**config.mk**
```make
export PLATFORM = sky130hd
export DESIGN_NAME = r2sdf_stage_ctrl
export DESIGN_NICKNAME = d
export VERILOG_FILES = /design/src/rtl/fft_pkg.sv /design/src/rtl/r2sdf_stage_ctrl.sv
export SDC_FILE = /design/constraint.sdc
export NUM_CORES = 1
export LEC_CHECK = 0
export CORE_MARGIN = 2
export CORE_UTILIZATION = 50
export CTS_CLUSTER_DIAMETER = 100
export DETAILED_ROUTE_END_ITERATION = 10
export PLACE_DENSITY = 0.77
export SYNTH_ARGS = -nofsm -noshare
export SYNTH_HDL_FRONTEND = slang
export SYNTH_SLANG_ARGS = --single-unit
```
**constraint.sdc**
```tcl
create_clock -name iClk -period 2.3 [get_ports iClk]
set_input_delay 0.345 -clock iClk [delete_from_list [all_inputs] [get_ports iClk]]
set_output_delay 0.345 -clock iClk [all_outputs]
set_load 0.02 [all_outputs]
```
**src/rtl/fft_pkg.sv**
```systemverilog
// ============================================================================
// Module      : fft_pkg
// Description : Shared types and constants for the R2SDF FFT stage control.
// Revision    : 1.0 - initial release
// ============================================================================
`default_nettype none

package fft_pkg;

  typedef enum logic [1:0] {
    IDLE  = 2'd0,
    FILL  = 2'd1,
    RUN   = 2'd2,
    FLUSH = 2'd3
  } state_t;

  localparam int DEF_DEPTH      = 8;
  localparam int DEF_LOG2_DEPTH = 3;

  localparam logic BFLY_BYPASS = 1'b0;
  localparam logic BFLY_SUM    = 1'b1;

endpackage

`default_nettype wire

```
**src/rtl/r2sdf_stage_ctrl.sv**
```systemverilog
// ============================================================================
// Module      : r2sdf_stage_ctrl
// Description : Sample counter and FSM sequencing one R2SDF FFT stage
//               (delay-buffer shift, butterfly select, twiddle, flush).
// Revision    : 1.0 - initial release
// ============================================================================
`default_nettype none

module r2sdf_stage_ctrl
  import fft_pkg::*;
#(
  parameter int DEPTH      = DEF_DEPTH,
  parameter int LOG2_DEPTH = DEF_LOG2_DEPTH
) (
  input  logic                  iClk,
  input  logic                  iRst_n,
  input  logic                  iValid,
  input  logic                  iFlush,
  output logic                  oBufEn,
  output logic                  oBflySel,
  output logic                  oTwEn,
  output logic [LOG2_DEPTH-1:0] oTwAddr,
  output logic                  oValid,
  output logic                  oSop,
  output logic                  oBusy,
  output logic                  oErr
);

  localparam int CW = LOG2_DEPTH + 1;
  localparam logic [CW-1:0]         CNT_ONE       = CW'(1);
  localparam logic [CW-1:0]         CNT_HALF      = CW'(DEPTH);
  localparam logic [CW-1:0]         CNT_FILL_LAST = CW'(DEPTH - 1);
  localparam logic [LOG2_DEPTH-1:0] FCNT_ONE      = LOG2_DEPTH'(1);
  localparam logic [LOG2_DEPTH-1:0] FCNT_LAST     = LOG2_DEPTH'(DEPTH - 1);

  state_t                state_q, state_d;
  logic [CW-1:0]         cnt_q, cnt_d;
  logic [LOG2_DEPTH-1:0] fcnt_q, fcnt_d;
  logic                  err_q, err_d;

  // cnt is mod 2*DEPTH by width, so the RUN wrap needs no explicit compare.
  always_comb begin
    state_d = state_q;
    cnt_d   = cnt_q;
    fcnt_d  = fcnt_q;
    err_d   = 1'b0;
    case (state_q)
      IDLE: begin
        err_d = iFlush;
        if (iValid) begin
          state_d = FILL;
          cnt_d   = CNT_ONE;
        end
      end
      FILL: begin
        err_d = iFlush;
        if (iValid) begin
          cnt_d = cnt_q + CNT_ONE;
          if (cnt_q == CNT_FILL_LAST) begin
            state_d = RUN;
          end
        end
      end
      RUN: begin
        err_d = iFlush && (cnt_q != '0);
        if (iValid) begin
          cnt_d = cnt_q + CNT_ONE;
        end else if (iFlush && (cnt_q == '0)) begin
          state_d = FLUSH;
          fcnt_d  = '0;
        end
      end
      FLUSH: begin
        err_d  = iValid;
        fcnt_d = fcnt_q + FCNT_ONE;
        if (fcnt_q == FCNT_LAST) begin
          state_d = IDLE;
          cnt_d   = '0;
          fcnt_d  = '0;
        end
      end
      default: begin
        state_d = IDLE;
        cnt_d   = '0;
        fcnt_d  = '0;
      end
    endcase
  end

  always_ff @(posedge iClk or negedge iRst_n) begin
    if (!iRst_n) begin
      state_q <= IDLE;
      cnt_q   <= '0;
      fcnt_q  <= '0;
      err_q   <= 1'b0;
    end else begin
      state_q <= state_d;
      cnt_q   <= cnt_d;
      fcnt_q  <= fcnt_d;
      err_q   <= err_d;
    end
  end

  // Errors are registered so that no output depends on iFlush.
  always_comb begin
    oBufEn   = 1'b0;
    oBflySel = BFLY_BYPASS;
    oTwEn    = 1'b0;
    oTwAddr  = '0;
    oValid   = 1'b0;
    oSop     = 1'b0;
    oBusy    = 1'b0;
    oErr     = err_q;
    case (state_q)
      IDLE: begin
        oBufEn = iValid && iRst_n;
      end
      FILL: begin
        oBufEn = iValid;
      end
      RUN: begin
        oBufEn   = iValid;
        oValid   = iValid;
        oBflySel = cnt_q[LOG2_DEPTH] ? BFLY_SUM : BFLY_BYPASS;
        oTwEn    = iValid && !cnt_q[LOG2_DEPTH];
        oTwAddr  = cnt_q[LOG2_DEPTH-1:0];
        oSop     = iValid && (cnt_q == CNT_HALF);
      end
      FLUSH: begin
        oBufEn  = 1'b1;
        oValid  = 1'b1;
        oTwEn   = 1'b1;
        oBusy   = 1'b1;
        oTwAddr = fcnt_q;
      end
      default: begin
        oBufEn = 1'b0;
      end
    endcase
  end

endmodule

`default_nettype wire
```
==> results_dict.tcl <==
set metrics [dict create \
    cts.clk_slew.worst_paths_ns 0.07 \
    tightest_slew_ns 0.334 \
    netlist.top_cell.by_area "dfrtp_1" \
    cp_max_fo 9 \
    setup_viol 0 \
    synth_top_flop_cell "dfrtp_1" \
    setup_tns_ns 0 \
    initial_core_util_pct 55.2 \
    cts.path.max_buffers 2 \
    cts.sinks 10 \
    placedCellCount 111 \
    cts-buffers-inserted 3 \
    first_pass_iters 5 \
    area_delta_synth_final_pct 29.2 \
    yosys_warnings 0 \
    clk_latency_ns 0.28 \
    cts_tree "done" \
    diodes 0 \
    fin_cells 115 \
    grt-ovfl-total 0 \
    path_common_cell "nand2_1" \
    num_io_pins 14 \
    async_flop_share_pct 100 \
    avgSynthCellArea_sq_um 9.21 \
    nFillCells 106 \
    synth-edff-count 0 \
    io_buffers 13 \
    met2WireLength_microns 769 \
    power.share.combinational_pct 65.8 \
    core_sq_um 1350 \
    slew-limit-headroom_pct 77.7 \
    highest_layer "met4" \
    fin_ws_ns 0.134 \
    antenna_found_initial 0 \
    syn_nets 94 \
    cp.required_ns 1.96 \
    maxSlewViolCount 0 \
    cpPeakStageDelay_ns 0.59 \
    wl_microns 1590 \
    syn_inst 81 \
    period_needed_ns 2.17 \
    ys_top_cells_by_count "dfrtp_1, ha_1, nand2_1, o21ai_1, inv_1" \
    worstSetupPathType "flop to primary output" \
    end_kind "primary output" \
    avgRoutedWirePerCell_microns 13.9 \
    fin_nets 114 \
    die_y_microns 42.6 \
    run_status "finished, final reports clean" \
    cp_cell_sequence "inv_1 > ha_4 > nand2_1 > nand2_1 > clkdlybuf4s50_1" \
    die_x_microns 42.6 \
    cts-root-buf "clkbuf_4" \
    place_ws_ns 0.0775 \
    switchingPower_uw 664 \
    drcViolationCount 0 \
    rows 13 \
    yosysMostFrequentCell "dfrtp_1" \
    finalCritPeriodShare_pct 94.2 \
    critPathArrivalTime_ns 1.82 \
    timing.fmax_mhz 462 \
    vias 630 \
    drt-initial-drc-count 10 \
    syn-cell-area_sq_um 746 \
    pwr-share-clk_pct 11.0 \
    avgViaCountPerCell 5.48 \
    place_congestion 0.825 \
    grt_start_max_net_pins 11 \
    finClkSkew_ns 0.00618 \
    switching_share_pct 45.7 \
    seq_power_share_pct 23.2 \
    cp-start-kind "flop" \
    fp.dieArea_sq_um 1820 \
    ys_seq_area_share_pct 33.6 \
    cp_slowest_cell "clkdlybuf4s50_1" \
    ys_ff_latch 10 \
    grt_pass1_wl_microns 2910 \
    p_leak_nw 0.474 \
    power_density_nw_per_um2 1510 \
    worstHoldPathType "input port to async pin" \
    met1_length_microns 730 \
    ys_types 29 \
    route.met3.wl_microns 84 \
    hpwl_microns 1190 \
    grt_pass1_vias 666 \
    rsz0062_at_grt "false" \
    drive_gt1_share_pct 21.0 \
    htree_num_levels 1 \
    ir_worst_vdd_mv 1.10 \
    grt_usage_pct 21.7 \
    maxCapViolCount 0 \
    synth_top_area_share_pct 33.6 \
    intPower_uw 790 \
    final_antenna_net_count 0 \
    hold_violations 0 \
    synth_area_leaders "dfrtp_1, ha_1, mux2_4" \
    post_cts.repair.setup_buffers 0 \
]
## metal layers
metal  global-route usage, %  vias to the layer above
met3                    8.19                        3
li1                        -                      318
met2                    35.8                       14
met4                    7.50                        0
met5                       0                        -
met1                    25.6                      295
## cell type report
type	count	area, sq um	area share [%]
inverters	9	33.8	3.51
flip-flops and latches	10	251	26.1
well taps	15	18.8	1.95
multi-input cells	61	472	49.0
clock buffers	4	36.3	3.77
repair buffers	16	151	15.7
## what timing repair did
item                                    4_1_cts  5_1_grt
hold buffers                                  0        0
gates resized for setup                       4        6
endpoints found under the setup margin        8        6
## layout by cell type (no fill, tap or decap), drive strengths merged, types with 2 or more instances in the layout
cell and count:
a22o 3, o22ai 2, dlymetal6s2s 2, mux2 3, nand2 9, buf 3, nor2b 3, nand3 3
ha 9, a21oi 2, dfrtp 10, nor2 4, clkbuf 5, clkdlybuf4s50 9, nand3b 2, o21ai 11
inv 8
## worst max-delay path, delay by kind of cell, from the launching register on
family	cells	cell delay (ns)
adders and majority gates	1	0.22
buffers and inverters	2	0.76
DFF	1	0.40
and+or+nand+nor	2	0.16
## state kept, by name, summed over array words and instances, names as in the netlist
signal	cells
cnt_q	4
fcnt_q	3
state_q	2
oErr	1
## through the flow
| stage | utilization, % | total power, mW | hold slack [ns] | cell area (sq um) |
|---|---|---|---|---|
| global placement | 67.6 | 1.26 | 0.531 | 912 |
| floorplan | - | 0.977 | 0.0494 | 746 |
| global route | 71.4 | 1.59 | 0.428 | 963 |
| CTS | 70.4 | 1.44 | 0.421 | 951 |
| finish | 71.4 | 1.45 | 0.416 | 963 |
| detailed placement | 67.6 | 1.28 | 0.532 | 912 |
## power by group through the flow
stage          clock [mW]  combinational [mW]  sequential [mW]
2_1_floorplan           0               0.656            0.321
3_3_place_gp            0               0.933            0.326
3_5_place_dp            0               0.953            0.332
4_1_cts             0.166               0.945            0.330
5_1_grt             0.171                1.07            0.349
6_report            0.160               0.957            0.337
## path summary, 6_finish.rpt
kind / startpoint / end / slack (ns) / depth (start not counted)
setup reg to reg: fcnt_q[0] / state_q[1] / 0.55 / 6
hold / removal: iRst_n / oErr / 0.42 / 2
max in group asynchronous: iRst_n / state_q[1] / 1.72 / 2
setup / recovery: state_q[0] / oValid / 0.13 / 5
min in group iClk: fcnt_q[1] / fcnt_q[1] / 0.56 / 1
hold reg to reg: fcnt_q[1] / fcnt_q[1] / 0.56 / 1
## kinds of logic (layout without fill, tap and decap cells)
logic type	Yosys count	in the layout	share of synthesized area (%)
simple gates	30	30	23.8
mux	4	4	7.89
compound gates	18	18	14.4
fa+ha+maj	9	9	15.1
buf+inv	10	29	5.20
flops	10	10	33.6
Power figures use the tool's default switching activity.
